$ cat src/rtl/mem_arbiter.sv
`default_nettype none
// ============================================================================
// Module      : mem_arbiter
// Description : Two-port arbiter (instruction fetch and data) in front of a
//               single-ported unified memory with a fixed access latency.
//               Optional fetch starvation guard: MEM_ARB_STARVE_GUARD_EN.
// Revision    : 1.0 - initial release
// ============================================================================
module mem_arbiter #(
    parameter int ADDR_W     = 16,
    parameter int DATA_W     = 16,
    parameter int MEM_LAT    = 4,
    parameter int STARVE_MAX = 3
) (
    input  logic              clk,
    input  logic              rst,

    input  logic              if_req,
    input  logic [ADDR_W-1:0] if_addr,
    output logic [DATA_W-1:0] if_rdata,
    output logic              if_ack,

    input  logic              dm_req,
    input  logic              dm_we,
    input  logic [ADDR_W-1:0] dm_addr,
    input  logic [DATA_W-1:0] dm_wdata,
    output logic [DATA_W-1:0] dm_rdata,
    output logic              dm_ack,

    output logic              mem_en,
    output logic              mem_we,
    output logic [ADDR_W-1:0] mem_addr,
    output logic [DATA_W-1:0] mem_wdata,
    input  logic [DATA_W-1:0] mem_rdata,

    output logic              if_stall,
    output logic              dm_stall,
    output logic              busy
);

    typedef enum logic [1:0] {
        IDLE   = 2'd0,
        ACCESS = 2'd1,
        RESP   = 2'd2
    } state_t;

    localparam logic [3:0] c_last_cnt = 4'(MEM_LAT - 1);

    state_t            r_state;
    state_t            w_state_nxt;
    logic [3:0]        r_cnt;
    logic              r_gnt_data;
    logic              r_we;
    logic [ADDR_W-1:0] r_addr;
    logic [DATA_W-1:0] r_wdata;
    logic [DATA_W-1:0] r_if_rdata;
    logic [DATA_W-1:0] r_dm_rdata;

    logic              w_req_any;
    logic              w_grant_data;
    logic              w_last;
    logic              w_mem_en;
    logic              w_if_ack;
    logic              w_dm_ack;
    logic              w_busy;

    assign w_req_any = if_req | dm_req;
    assign w_last    = (r_cnt == c_last_cnt);

`ifdef MEM_ARB_STARVE_GUARD_EN
    logic [1:0] r_starve;
    logic       w_force_fetch;

    // Once fetch has lost STARVE_MAX contentions in a row it wins the next one.
    assign w_force_fetch = (r_starve == 2'(STARVE_MAX));
    assign w_grant_data  = dm_req & ~(if_req & w_force_fetch);

    always_ff @(posedge clk) begin
        if (rst) begin
            r_starve <= 2'd0;
        end else if (r_state == IDLE && w_req_any) begin
            if (!w_grant_data) begin
                r_starve <= 2'd0;
            end else if (if_req) begin
                r_starve <= r_starve + 2'd1;
            end
        end
    end
`else
    localparam int c_unused_starve_max = STARVE_MAX;

    assign w_grant_data = dm_req;
`endif

    always_ff @(posedge clk) begin
        if (rst) begin
            r_state <= IDLE;
        end else begin
            r_state <= w_state_nxt;
        end
    end

    always_comb begin
        w_state_nxt = r_state;
        w_mem_en    = 1'b0;
        w_if_ack    = 1'b0;
        w_dm_ack    = 1'b0;
        w_busy      = 1'b1;
        case (r_state)
            IDLE: begin
                w_busy = 1'b0;
                if (w_req_any) begin
                    w_state_nxt = ACCESS;
                end
            end
            ACCESS: begin
                w_mem_en = 1'b1;
                if (w_last) begin
                    w_state_nxt = RESP;
                end
            end
            RESP: begin
                w_if_ack    = ~r_gnt_data;
                w_dm_ack    = r_gnt_data;
                w_state_nxt = IDLE;
            end
            default: begin
                w_state_nxt = IDLE;
            end
        endcase
    end

    // Grant, address and store data are frozen on the IDLE->ACCESS edge so the
    // memory sees a stable request even if the requester drops it mid-access.
    always_ff @(posedge clk) begin
        if (rst) begin
            r_cnt      <= 4'd0;
            r_gnt_data <= 1'b0;
            r_we       <= 1'b0;
            r_addr     <= '0;
            r_wdata    <= '0;
            r_if_rdata <= '0;
            r_dm_rdata <= '0;
        end else begin
            case (r_state)
                IDLE: begin
                    if (w_req_any) begin
                        r_cnt      <= 4'd0;
                        r_gnt_data <= w_grant_data;
                        r_we       <= w_grant_data & dm_we;
                        r_addr     <= w_grant_data ? dm_addr : if_addr;
                        r_wdata    <= w_grant_data ? dm_wdata : '0;
                    end
                end
                ACCESS: begin
                    r_cnt <= r_cnt + 4'd1;
                    if (w_last) begin
                        if (!r_gnt_data) begin
                            r_if_rdata <= mem_rdata;
                        end else if (!r_we) begin
                            r_dm_rdata <= mem_rdata;
                        end
                    end
                end
                default: begin
                end
            endcase
        end
    end

    assign mem_en    = w_mem_en;
    assign mem_we    = w_mem_en & r_we;
    assign mem_addr  = r_addr;
    assign mem_wdata = r_wdata;

    assign if_ack    = w_if_ack;
    assign dm_ack    = w_dm_ack;
    assign if_rdata  = r_if_rdata;
    assign dm_rdata  = r_dm_rdata;

    assign if_stall  = if_req & ~w_if_ack;
    assign dm_stall  = dm_req & ~w_dm_ack;
    assign busy      = w_busy;

endmodule
`default_nettype wire

$ cat config.mk
export PLATFORM = sky130hd
export DESIGN_NAME = mem_arbiter
export DESIGN_NICKNAME = d
export VERILOG_FILES = /design/src/rtl/mem_arbiter.sv
export SDC_FILE = /design/constraint.sdc
export NUM_CORES = 1
export LEC_CHECK = 0
export ABC_AREA = 0
export CORE_AREA = 2 2 86 109
export DETAILED_ROUTE_END_ITERATION = 6
export DIE_AREA = 0 0 88 111
export GPL_TIMING_DRIVEN = 0
export PLACE_DENSITY_LB_ADDON = 0.15
export SYNTH_ARGS = -nofsm -noshare
export SYNTH_HDL_FRONTEND = slang
export SYNTH_SLANG_ARGS = --single-unit
$ cat constraint.sdc
create_clock -name clk -period 1.8 [get_ports clk]
set_input_delay 0.18 -clock clk [delete_from_list [all_inputs] [get_ports clk]]
set_output_delay 0.18 -clock clk [all_outputs]
set_load 0.02 [all_outputs]
Yosys cells after proc, flatten, opt, wreduce, memory -nomap -nowiden
Index checks and enable logic that the tools add are counted.

Output and inout port bits: 71. Register bits after elaboration: 72. Logic and storage cells: 41.

Reductions and logical operators: 7. Mux-type cells: 11. Equality and inequality tests: 5. Bitwise logic cells: 9. $add $sub $neg: 1.

Operator list (number): 16-bit two-way mux (2); 4-bit one-hot mux with 2 select lines (1); 2-bit AND reduction (3); 4-bit by 1-bit adder with 4-bit output (second input constant) (1); 1-bit AND (4); 4-bit by 2-bit equality test with 1-bit output (second input constant) (1); 1-bit two-way mux (4); 2-bit two-way mux (2); 4-bit two-way mux (1); 2-bit inequality test (second input constant) (2); 1-bit NOT (4); 2-bit one-hot mux with 2 select lines (1); 4-bit AND reduction (1); 3-bit AND reduction (1); 2-bit by 1-bit equality test with 1-bit output (second input constant) (1); 2-bit equality test (second input constant) (1); 2-bit logical NOT (1); 2-bit nonzero test (1); 1-bit OR (1).

Longest topological paths before layout
Gate-level depths: netlist of run 1.

Depth in word-level cells: 4. Gate-level depth with buffers: 6. Gate-level depth less buffers: 4.

Worst setup path before layout of run 1
Ideal clock, no wire load.

Path type: register to register. From: register r_cnt[0]. To: register r_if_rdata[10], in the netlist if_rdata[10]. Required time: 1.684 ns. Library setup time: 0.116 ns. Setup slack: -0.041 ns. Stages on the path, launching flop included: 7. Period minus slack after synthesis: 1.841 ns. Arrival time: 1.725 ns. Cell sequence: dfxtp_1 -> ha_1 -> or3b_1 -> or3_1 -> clkbuf_1 -> buf_6 -> a31o_2.

Longest elaborated chain between the ends: 2.

RTL lines: start: declaration (line 51) `logic [3:0] r_cnt;`; start signal: assignment (line 156) `r_cnt <= r_cnt + 4'd1;`; 4-bit by 2-bit equality test with 1-bit output (line 68) `assign w_last = (r_cnt == c_last_cnt);`; 3-bit AND reduction (no line); end signal: assignment (line 159) `r_if_rdata <= mem_rdata;`; end: declaration (line 56) `logic [DATA_W-1:0] r_if_rdata;`.

No other way between the ends. A chain may end at the register's enable or synchronous reset.

Worst setup path in the final report of run 1
From: register r_cnt[1]. To: register r_dm_rdata[8], in the netlist dm_rdata[8].

Longest elaborated chain between the ends: 2.

RTL lines: 4-bit by 2-bit equality test with 1-bit output (line 68); 4-bit AND reduction (no line); end signal: assignment (line 161) `r_dm_rdata <= mem_rdata;`; end: declaration (line 57) `logic [DATA_W-1:0] r_dm_rdata;`.

No other way between the ends.

==> results of run 1 <==
cells in the mapped netlist:
library cell / n
sky130_fd_sc_hd__o211ai_1: 2
sky130_fd_sc_hd__nor2b_1: 2
sky130_fd_sc_hd__clkbuf_1: 21
sky130_fd_sc_hd__or3_1: 2
sky130_fd_sc_hd__o2111ai_1: 1
sky130_fd_sc_hd__or4_4: 1
sky130_fd_sc_hd__nor2_2: 1
sky130_fd_sc_hd__nor3b_1: 2
sky130_fd_sc_hd__nand2_1: 34
sky130_fd_sc_hd__a22oi_1: 1
sky130_fd_sc_hd__nor2_1: 3
sky130_fd_sc_hd__or3b_1: 1
sky130_fd_sc_hd__nor4_1: 16
sky130_fd_sc_hd__a31oi_1: 1
sky130_fd_sc_hd__nor3_1: 1
sky130_fd_sc_hd__a31o_2: 16
sky130_fd_sc_hd__o21a_1: 2
sky130_fd_sc_hd__buf_6: 4
sky130_fd_sc_hd__nand3_1: 2
sky130_fd_sc_hd__o21ai_0: 18
sky130_fd_sc_hd__inv_1: 3
sky130_fd_sc_hd__nor3b_2: 1
sky130_fd_sc_hd__mux2i_1: 32
sky130_fd_sc_hd__nor4_4: 1
sky130_fd_sc_hd__or2_2: 1
sky130_fd_sc_hd__ha_1: 1
sky130_fd_sc_hd__a21oi_1: 36
sky130_fd_sc_hd__buf_2: 5
sky130_fd_sc_hd__and2_1: 1
sky130_fd_sc_hd__o31ai_1: 1
sky130_fd_sc_hd__dfxtp_1: 72
sky130_fd_sc_hd__a211oi_1: 17
sky130_fd_sc_hd__clkinv_1: 1
sky130_fd_sc_hd__nand2b_1: 17
sky130_fd_sc_hd__buf_1: 1
routing by layer:
layer	GRT usage [%]	wire length (um)
met1	21.89	3578
met2	32.32	4621
met3	6.478	704
met4	5.436	127
met5	0	0
worst paths after layout:
| path | startpoint | endpoint | slack [ps] | cells after the start |
|---|---|---|---|---|
| max reg2reg | r_cnt[1] | dm_rdata[8] | -40 | 6 |
| max | r_cnt[1] | dm_rdata[8] | -40 | 6 |
| min | dm_wdata[8] | mem_wdata[8] | 400 | 3 |
| min reg2reg | dm_rdata[12] | dm_rdata[12] | 460 | 2 |
cell families (layout without fill, tap and decap cells):
family,Yosys count,count (layout),share of synthesized area [%]
AOI/OAI and AO/OA,95,95,19.85
and+or+nand+nor,86,86,15.70
DFF,72,72,47.84
buffers and inverters,35,197,5.564
muxes,32,32,10.63
adders and majority gates,1,1,0.4152
registers in the layout (all words and copies together), names as in the netlist:
register    flops
dm_rdata       16
if_rdata       16
mem_addr       16
mem_wdata      16
r_cnt           4
r_state         2
r_gnt_data      1
r_we            1
power by group through the flow:
stage          Sequential, W  Clock, W  Combinational, W
3_3_place_gp         0.00173         0          0.000667
5_1_grt              0.00171   0.00207          0.000762
4_1_cts              0.00170   0.00201          0.000694
3_5_place_dp         0.00173         0          0.000670
2_1_floorplan        0.00180         0          0.000248
6_report             0.00170   0.00196          0.000702
critical path, cell delays in order (launching register included):
cell and delay [ps]:
sky130_fd_sc_hd__dfxtp_2 350, sky130_fd_sc_hd__ha_4 130, sky130_fd_sc_hd__or3b_4 380, sky130_fd_sc_hd__buf_6 120, sky130_fd_sc_hd__or4_4 440, sky130_fd_sc_hd__buf_12 170, sky130_fd_sc_hd__mux2i_1 120
per-stage QoR:
step / hold WS [ps] / area, um^2
after global placement: 446.3 / 4563
final: 403.9 / 5279
after global routing: 408.9 / 5279
after floorplan: 320.5 / 3028
after CTS: 394.1 / 5165
after detailed placement: 451.2 / 4563
cells in the final DEF, fill, tap and decap left out, types with 2 or more instances in the layout:
cell type                         Yosys  layout
sky130_fd_sc_hd__inv_1                3       3
sky130_fd_sc_hd__clkbuf_1            21      15
sky130_fd_sc_hd__buf_2                5       4
sky130_fd_sc_hd__a21oi_1             36      36
sky130_fd_sc_hd__dlygate4sd2_1        0       3
sky130_fd_sc_hd__a211oi_1            17      17
sky130_fd_sc_hd__o21a_1               2       2
sky130_fd_sc_hd__nor2b_1              2       2
sky130_fd_sc_hd__nor4_1              16       8
sky130_fd_sc_hd__buf_8                0       2
sky130_fd_sc_hd__buf_6                4       3
sky130_fd_sc_hd__dfxtp_2              0       4
sky130_fd_sc_hd__buf_4                0       9
sky130_fd_sc_hd__nand2b_1            17      17
sky130_fd_sc_hd__a31o_4               0      16
sky130_fd_sc_hd__buf_12               0       2
sky130_fd_sc_hd__nor2_1               3       3
sky130_fd_sc_hd__clkbuf_16            0       9
sky130_fd_sc_hd__clkinvlp_4           0       2
sky130_fd_sc_hd__clkdlybuf4s50_1      0     131
sky130_fd_sc_hd__clkbuf_2             0       4
sky130_fd_sc_hd__o21ai_0             18      18
sky130_fd_sc_hd__nand2_1             34      34
sky130_fd_sc_hd__dfxtp_1             72      68
sky130_fd_sc_hd__nor4_2               0       5
sky130_fd_sc_hd__o211ai_1             2       2
sky130_fd_sc_hd__nand3_1              2       2
sky130_fd_sc_hd__nor3b_2              1       2
sky130_fd_sc_hd__clkdlybuf4s15_1      0       2
sky130_fd_sc_hd__clkbuf_8             0       3
sky130_fd_sc_hd__bufinv_16            0       2
sky130_fd_sc_hd__mux2i_1             32      32
sky130_fd_sc_hd__nor4_4               1       4
layout make-up:
type                            count  area [um^2]  share of cell area [%]
Clock buffer                       12        266.5                   5.049
Tap cell                          123        153.9                   2.915
Multi-Input combinational cell    214         1662                   31.48
Clock inverter                      4        75.07                   1.422
Inverter                            4        15.01                  0.2844
Buffer                             29        177.7                   3.366
Timing Repair Buffer              148         1483                   28.09
Sequential cell                    72         1446                   27.40
timing repair:
action	4_1_cts	5_1_grt
endpoints found under the setup margin	52	49
pin swaps	13	9
buffers inserted	7	2
hold buffers	0	0
cloned	1	0
gates resized for setup	43	25
==> results.toml, run 1 <==
[worst_setup_path]
timing.setup.critical_path_class = "flip-flop to flip-flop"
timing.critical_path.to_type = "flip-flop"
timing.critical_path.required_ps = 2010
startpoint_type = "flip-flop"
worst_ep_arrival_time_ps = 2050
timing.critical_path.fanout_max = 10

[place]
quantity_of_i_o_buffers_inserted_on_ports = 138
finalWeightedCongestion = 0.7153
place_worst_setup_slack_ps = -659.5
dp.final_hpwl_um = 6417
placedCellCount = 582

[global_routing]
grt_first_pass_wirelength_um = 14720
grt_max_degree = 13
global_route_usage_over_all_layers_pct = 18.87
gr-total-overflow = 0
grt_antenna_before_repair = 0
grt_pass1_vias = 3058

[power_and_ir_drop]
power_frac_clock_pct = 45.0
total_power_w = 0.004370
power.share.sequential_pct = 39.0
power.net_switching_w = 0.001035
p_comb_share_pct = 16.1
p_per_area_mw_per_mm2 = 827.7
internal_power_component_w = 0.003335
leakagePower_nw = 2.015
vdd_drop_max_v = 0.0004285
switching_share_pct = 23.68

[synthesis]
area_contributors_post_synth = "sky130_fd_sc_hd__dfxtp_1 48%, sky130_fd_sc_hd__mux2i_1 11%, sky130_fd_sc_hd__a21oi_1 6.0%"
synthesized_netlist_net_count = 391
library_cell_occupying_the_most_area_in_the_post_synthesis_netlist = "sky130_fd_sc_hd__dfxtp_1"
synth_sequential_area_ratio_pct = 47.84
synth_cells = 321
synth_top_cell_area_share_pct = 47.84
cell_area_after_technology_mapping_mm2 = 0.003013
yosys.cell_types.count = 35
synth.yosys.warnings = 0
synth_seq_cells = 72
synth_area_per_cell_um2 = 9.386

[floorplan]
ioPinCount = 140
fp.coreArea_mm2 = 0.008832
die_height_um = 111
floorplan.initialDensity_pct = 34.11
core.rowCount = 39
die_area_mm2 = 0.009768
floorplan.die.width_um = 88

[clock_network]
clock_sink_count = 72
ctsHtreeMaxLevel = 3
cts-root-buf = "sky130_fd_sc_hd__clkbuf_16"
tritoncts.num_buffers = 9
clk_latency_ps = 320
clock_tree_from_tritoncts = "done"
clock_path_buffers = 2
clk_pin_slew_worst_paths_ps = 60

[timing]
max_freq_mhz = 544.3
worst_slew_pin_tran_ps = 800.8
fin_worst_skew_ps = 3.772
finalMaxSlewViolations = 0
final-setup-viol-count = 11
layout_worst_path_cycle_share_pct = 102.1
slew-limit-headroom_pct = 46.61
final_number_of_hold_violating_endpoints = 0
fin_tns_setup_ps = -287.9
grt_setup_unrepaired = "true"
finalWorstSetupSlack_ps = -37.25
period_minus_slack_ps = 1837

[run]
maxCapViolCount = 0

[layout]
final_core_utilization_pct = 59.77
diodes = 0
final_net_count = 548
final_cell_count_no_fill = 606
layout.filler_cells = 776
proportion_of_layout_cells_with_a_drive_suffix_above_1_pct = 16.56
areaGrowthSynthToFinish_pct = 75.21

[detailed_routing]
dr.first_iter.drc_count = 72
drt-total-wl_um = 9032
wl_per_cell_um = 14.90
ant_nets = 0
drc_errors_left = 0
routed_via_count = 2993
drt_first_pass_iters = 4
avgViaCountPerCell = 4.939

[outcome]
violations = "negative setup slack"
result_of_the_run = "finished with violations"

[min_path]
worst_hold_path_type = "input port to flip-flop"
Note: power is estimated with default switching activity, not from simulation.
==> run 2: changes to the inputs <==
==> constraint.sdc (replaced) <==
create_clock -name clk -period 2.3 [get_ports clk]
set_input_delay 0.23 -clock clk [delete_from_list [all_inputs] [get_ports clk]]
set_output_delay 0.23 -clock clk [all_outputs]
set_load 0.02 [all_outputs]
==> results.toml, run 2 (synthesis gave the netlist of run 1 again) <==
[global_routing]
grt_max_degree = 20
grt_first_pass_wirelength_um = 14020
grt_pass1_vias = 2949
grt_antenna_before_repair = 0
global_route_usage_over_all_layers_pct = 18.13
gr-total-overflow = 0

[floorplan]
floorplan.initialDensity_pct = 34.11
die_height_um = 111
ioPinCount = 140
die_area_mm2 = 0.009768
core.rowCount = 39
floorplan.die.width_um = 88
fp.coreArea_mm2 = 0.008832

[timing]
final-setup-viol-count = 0
slew-limit-headroom_pct = 60.28
fin_worst_skew_ps = 4.408
layout_worst_path_cycle_share_pct = 94.44
max_freq_mhz = 460.4
period_minus_slack_ps = 2172
worst_slew_pin_tran_ps = 593.2
final_number_of_hold_violating_endpoints = 0
finalMaxSlewViolations = 0
grt_setup_unrepaired = "false"

[detailed_routing]
drt-total-wl_um = 8508
drt_first_pass_iters = 4
wl_per_cell_um = 14.28
avgViaCountPerCell = 4.861
drc_errors_left = 0
routed_via_count = 2897
dr.first_iter.drc_count = 73
ant_nets = 0

[layout]
areaGrowthSynthToFinish_pct = 60.01
proportion_of_layout_cells_with_a_drive_suffix_above_1_pct = 9.725
mostFrequentLayoutCell = "sky130_fd_sc_hd__clkdlybuf4s50_1"
final_cell_count_no_fill = 596
final_net_count = 538
diodes = 0
layout.cell_area.non_filler_mm2 = 0.004821
leading_cell_types_in_the_layout_fill_and_taps_excluded = "137 x sky130_fd_sc_hd__clkdlybuf4s50_1, 72 x sky130_fd_sc_hd__dfxtp_1, 36 x sky130_fd_sc_hd__a21oi_1"

[place]
quantity_of_i_o_buffers_inserted_on_ports = 138
finalWeightedCongestion = 0.7099
placedCellCount = 582
placed_area_mm2 = 0.004548
dp.final_hpwl_um = 6432

[power_and_ir_drop]
p_comb_share_pct = 16.9
internal_power_component_w = 0.002313
power_frac_clock_pct = 40.0
p_per_area_mw_per_mm2 = 640.7
power.net_switching_w = 0.0007760
power.share.sequential_pct = 43.1
vdd_drop_max_v = 0.0003322
leakagePower_nw = 1.838
switching_share_pct = 25.12

[clock_network]
clk_latency_ps = 320
ctsHtreeMaxLevel = 3
cts-root-buf = "sky130_fd_sc_hd__clkbuf_16"
tritoncts.num_buffers = 9
clock_sink_count = 72
clock_tree_from_tritoncts = "done"
clock_path_buffers = 2
clk_pin_slew_worst_paths_ps = 50

[worst_setup_path]
critical-path-max-stage-delay_ps = 610
cp_num_buf_inv = 3
timing.critical_path.fanout_max = 19
critPathSlowestCell = "sky130_fd_sc_hd__clkdlybuf4s50_1"
critical-path-top-cell-by-count = "sky130_fd_sc_hd__clkdlybuf4s50_1"
timing.critical_path.required_ps = 2070
path_cells = "clkdlybuf4s50_1 -> buf_2 -> nor2b_1 -> clkdlybuf4s50_1"
timing.setup.critical_path_class = "input port to output pin"
timing.critical_path.max_delay_family = "buffers and inverters"
startpoint_type = "input port"
timing.critical_path.to_type = "output pin"
worst_ep_arrival_time_ps = 1940

[min_path]
worst_hold_path_type = "flip-flop to flip-flop"

[run]
maxCapViolCount = 0

[outcome]
result_of_the_run = "completed"
## run 2: cell count changes in the layout (fill, tap and decap cells not counted), moves of 4 or more
cell                              change
sky130_fd_sc_hd__dfxtp_1              +4
sky130_fd_sc_hd__clkbuf_1             +6
sky130_fd_sc_hd__a31o_2              +16
sky130_fd_sc_hd__a31o_4              -16
sky130_fd_sc_hd__clkdlybuf4s50_1      +6
sky130_fd_sc_hd__nor4_1               +8
sky130_fd_sc_hd__buf_4                -9
sky130_fd_sc_hd__nor4_2               -5
sky130_fd_sc_hd__dfxtp_2              -4
sky130_fd_sc_hd__clkinv_2             +4
## run 2: stage by stage
| step | setup WS (ps) | setup TNS [ps] | hold slack, ps | util (%) | total power [W] |
|---|---|---|---|---|---|
| after floorplan | 458.7 | 0 | 370.5 | - | 0.001603 |
| after global placement | -255.5 | -255.5 | 445.5 | 51.49 | 0.001875 |
| after detailed placement | -281.1 | -281.1 | 452.8 | 51.49 | 0.001880 |
| after CTS | 32.63 | 0 | 444.0 | 54.43 | 0.003123 |
| after global routing | 28.04 | 0 | 461.9 | 54.58 | 0.003232 |
| final | 127.9 | 0 | 452.9 | 54.58 | 0.003089 |
## run 2: power by group through the flow
stage / sequential, W / combinational, W / clock [W]
6_report: 0.00133 / 0.000522 / 0.00124
5_1_grt: 0.00134 / 0.000569 / 0.00133
4_1_cts: 0.00133 / 0.000527 / 0.00127
3_5_place_dp: 0.00136 / 0.000525 / 0
3_3_place_gp: 0.00135 / 0.000522 / 0
2_1_floorplan: 0.00141 / 0.000194 / 0
## run 2: final timing paths
check / start / end / slack [ps] / cells past startpoint
worst max-delay path: dm_req / dm_stall / 130 / 4
worst min-delay path: dm_rdata[15] / dm_rdata[15] / 450 / 2
worst max register to register: r_cnt[0] / if_rdata[8] / 240 / 6
worst min register to register: dm_rdata[15] / dm_rdata[15] / 450 / 2
## run 2: layout make-up
type	count	area, um^2
flip-flops and latches	72	1441
clock buffers	12	246.5
inverters	4	15.01
clock inverters	4	20.02
repair buffers	138	1384
well taps	123	153.9
multi-input cells	214	1414
plain buffers	29	146.4
fillers	844	4011
## run 2: metal layers
layer	part of all wire (%)	global-route usage (%)	routed length (um)
met1	42	20.33	3539
met5	0	0	0
met4	1.5	7.487	130
met3	7.1	5.287	604
met2	50	31.31	4234
## run 2: worst register-to-register path, delay by kind of cell (launching register included)
| family | cells | cell delay (ps) |
|---|---|---|
| and+or+nand+nor | 2 | 780 |
| buffers and inverters | 2 | 510 |
| DFF | 1 | 370 |
| adders and majority gates | 1 | 210 |
| AOI/OAI and AO/OA | 1 | 150 |
## run 2: what timing repair did
action | CTS | global route
endpoints found under the hold margin | 0 | 0
hold buffers | 0 | 0
resized for setup | 0 | 5
buffers inserted | 0 | 0
gates cloned | 0 | 0
endpoints found under the setup margin | 2 | 10
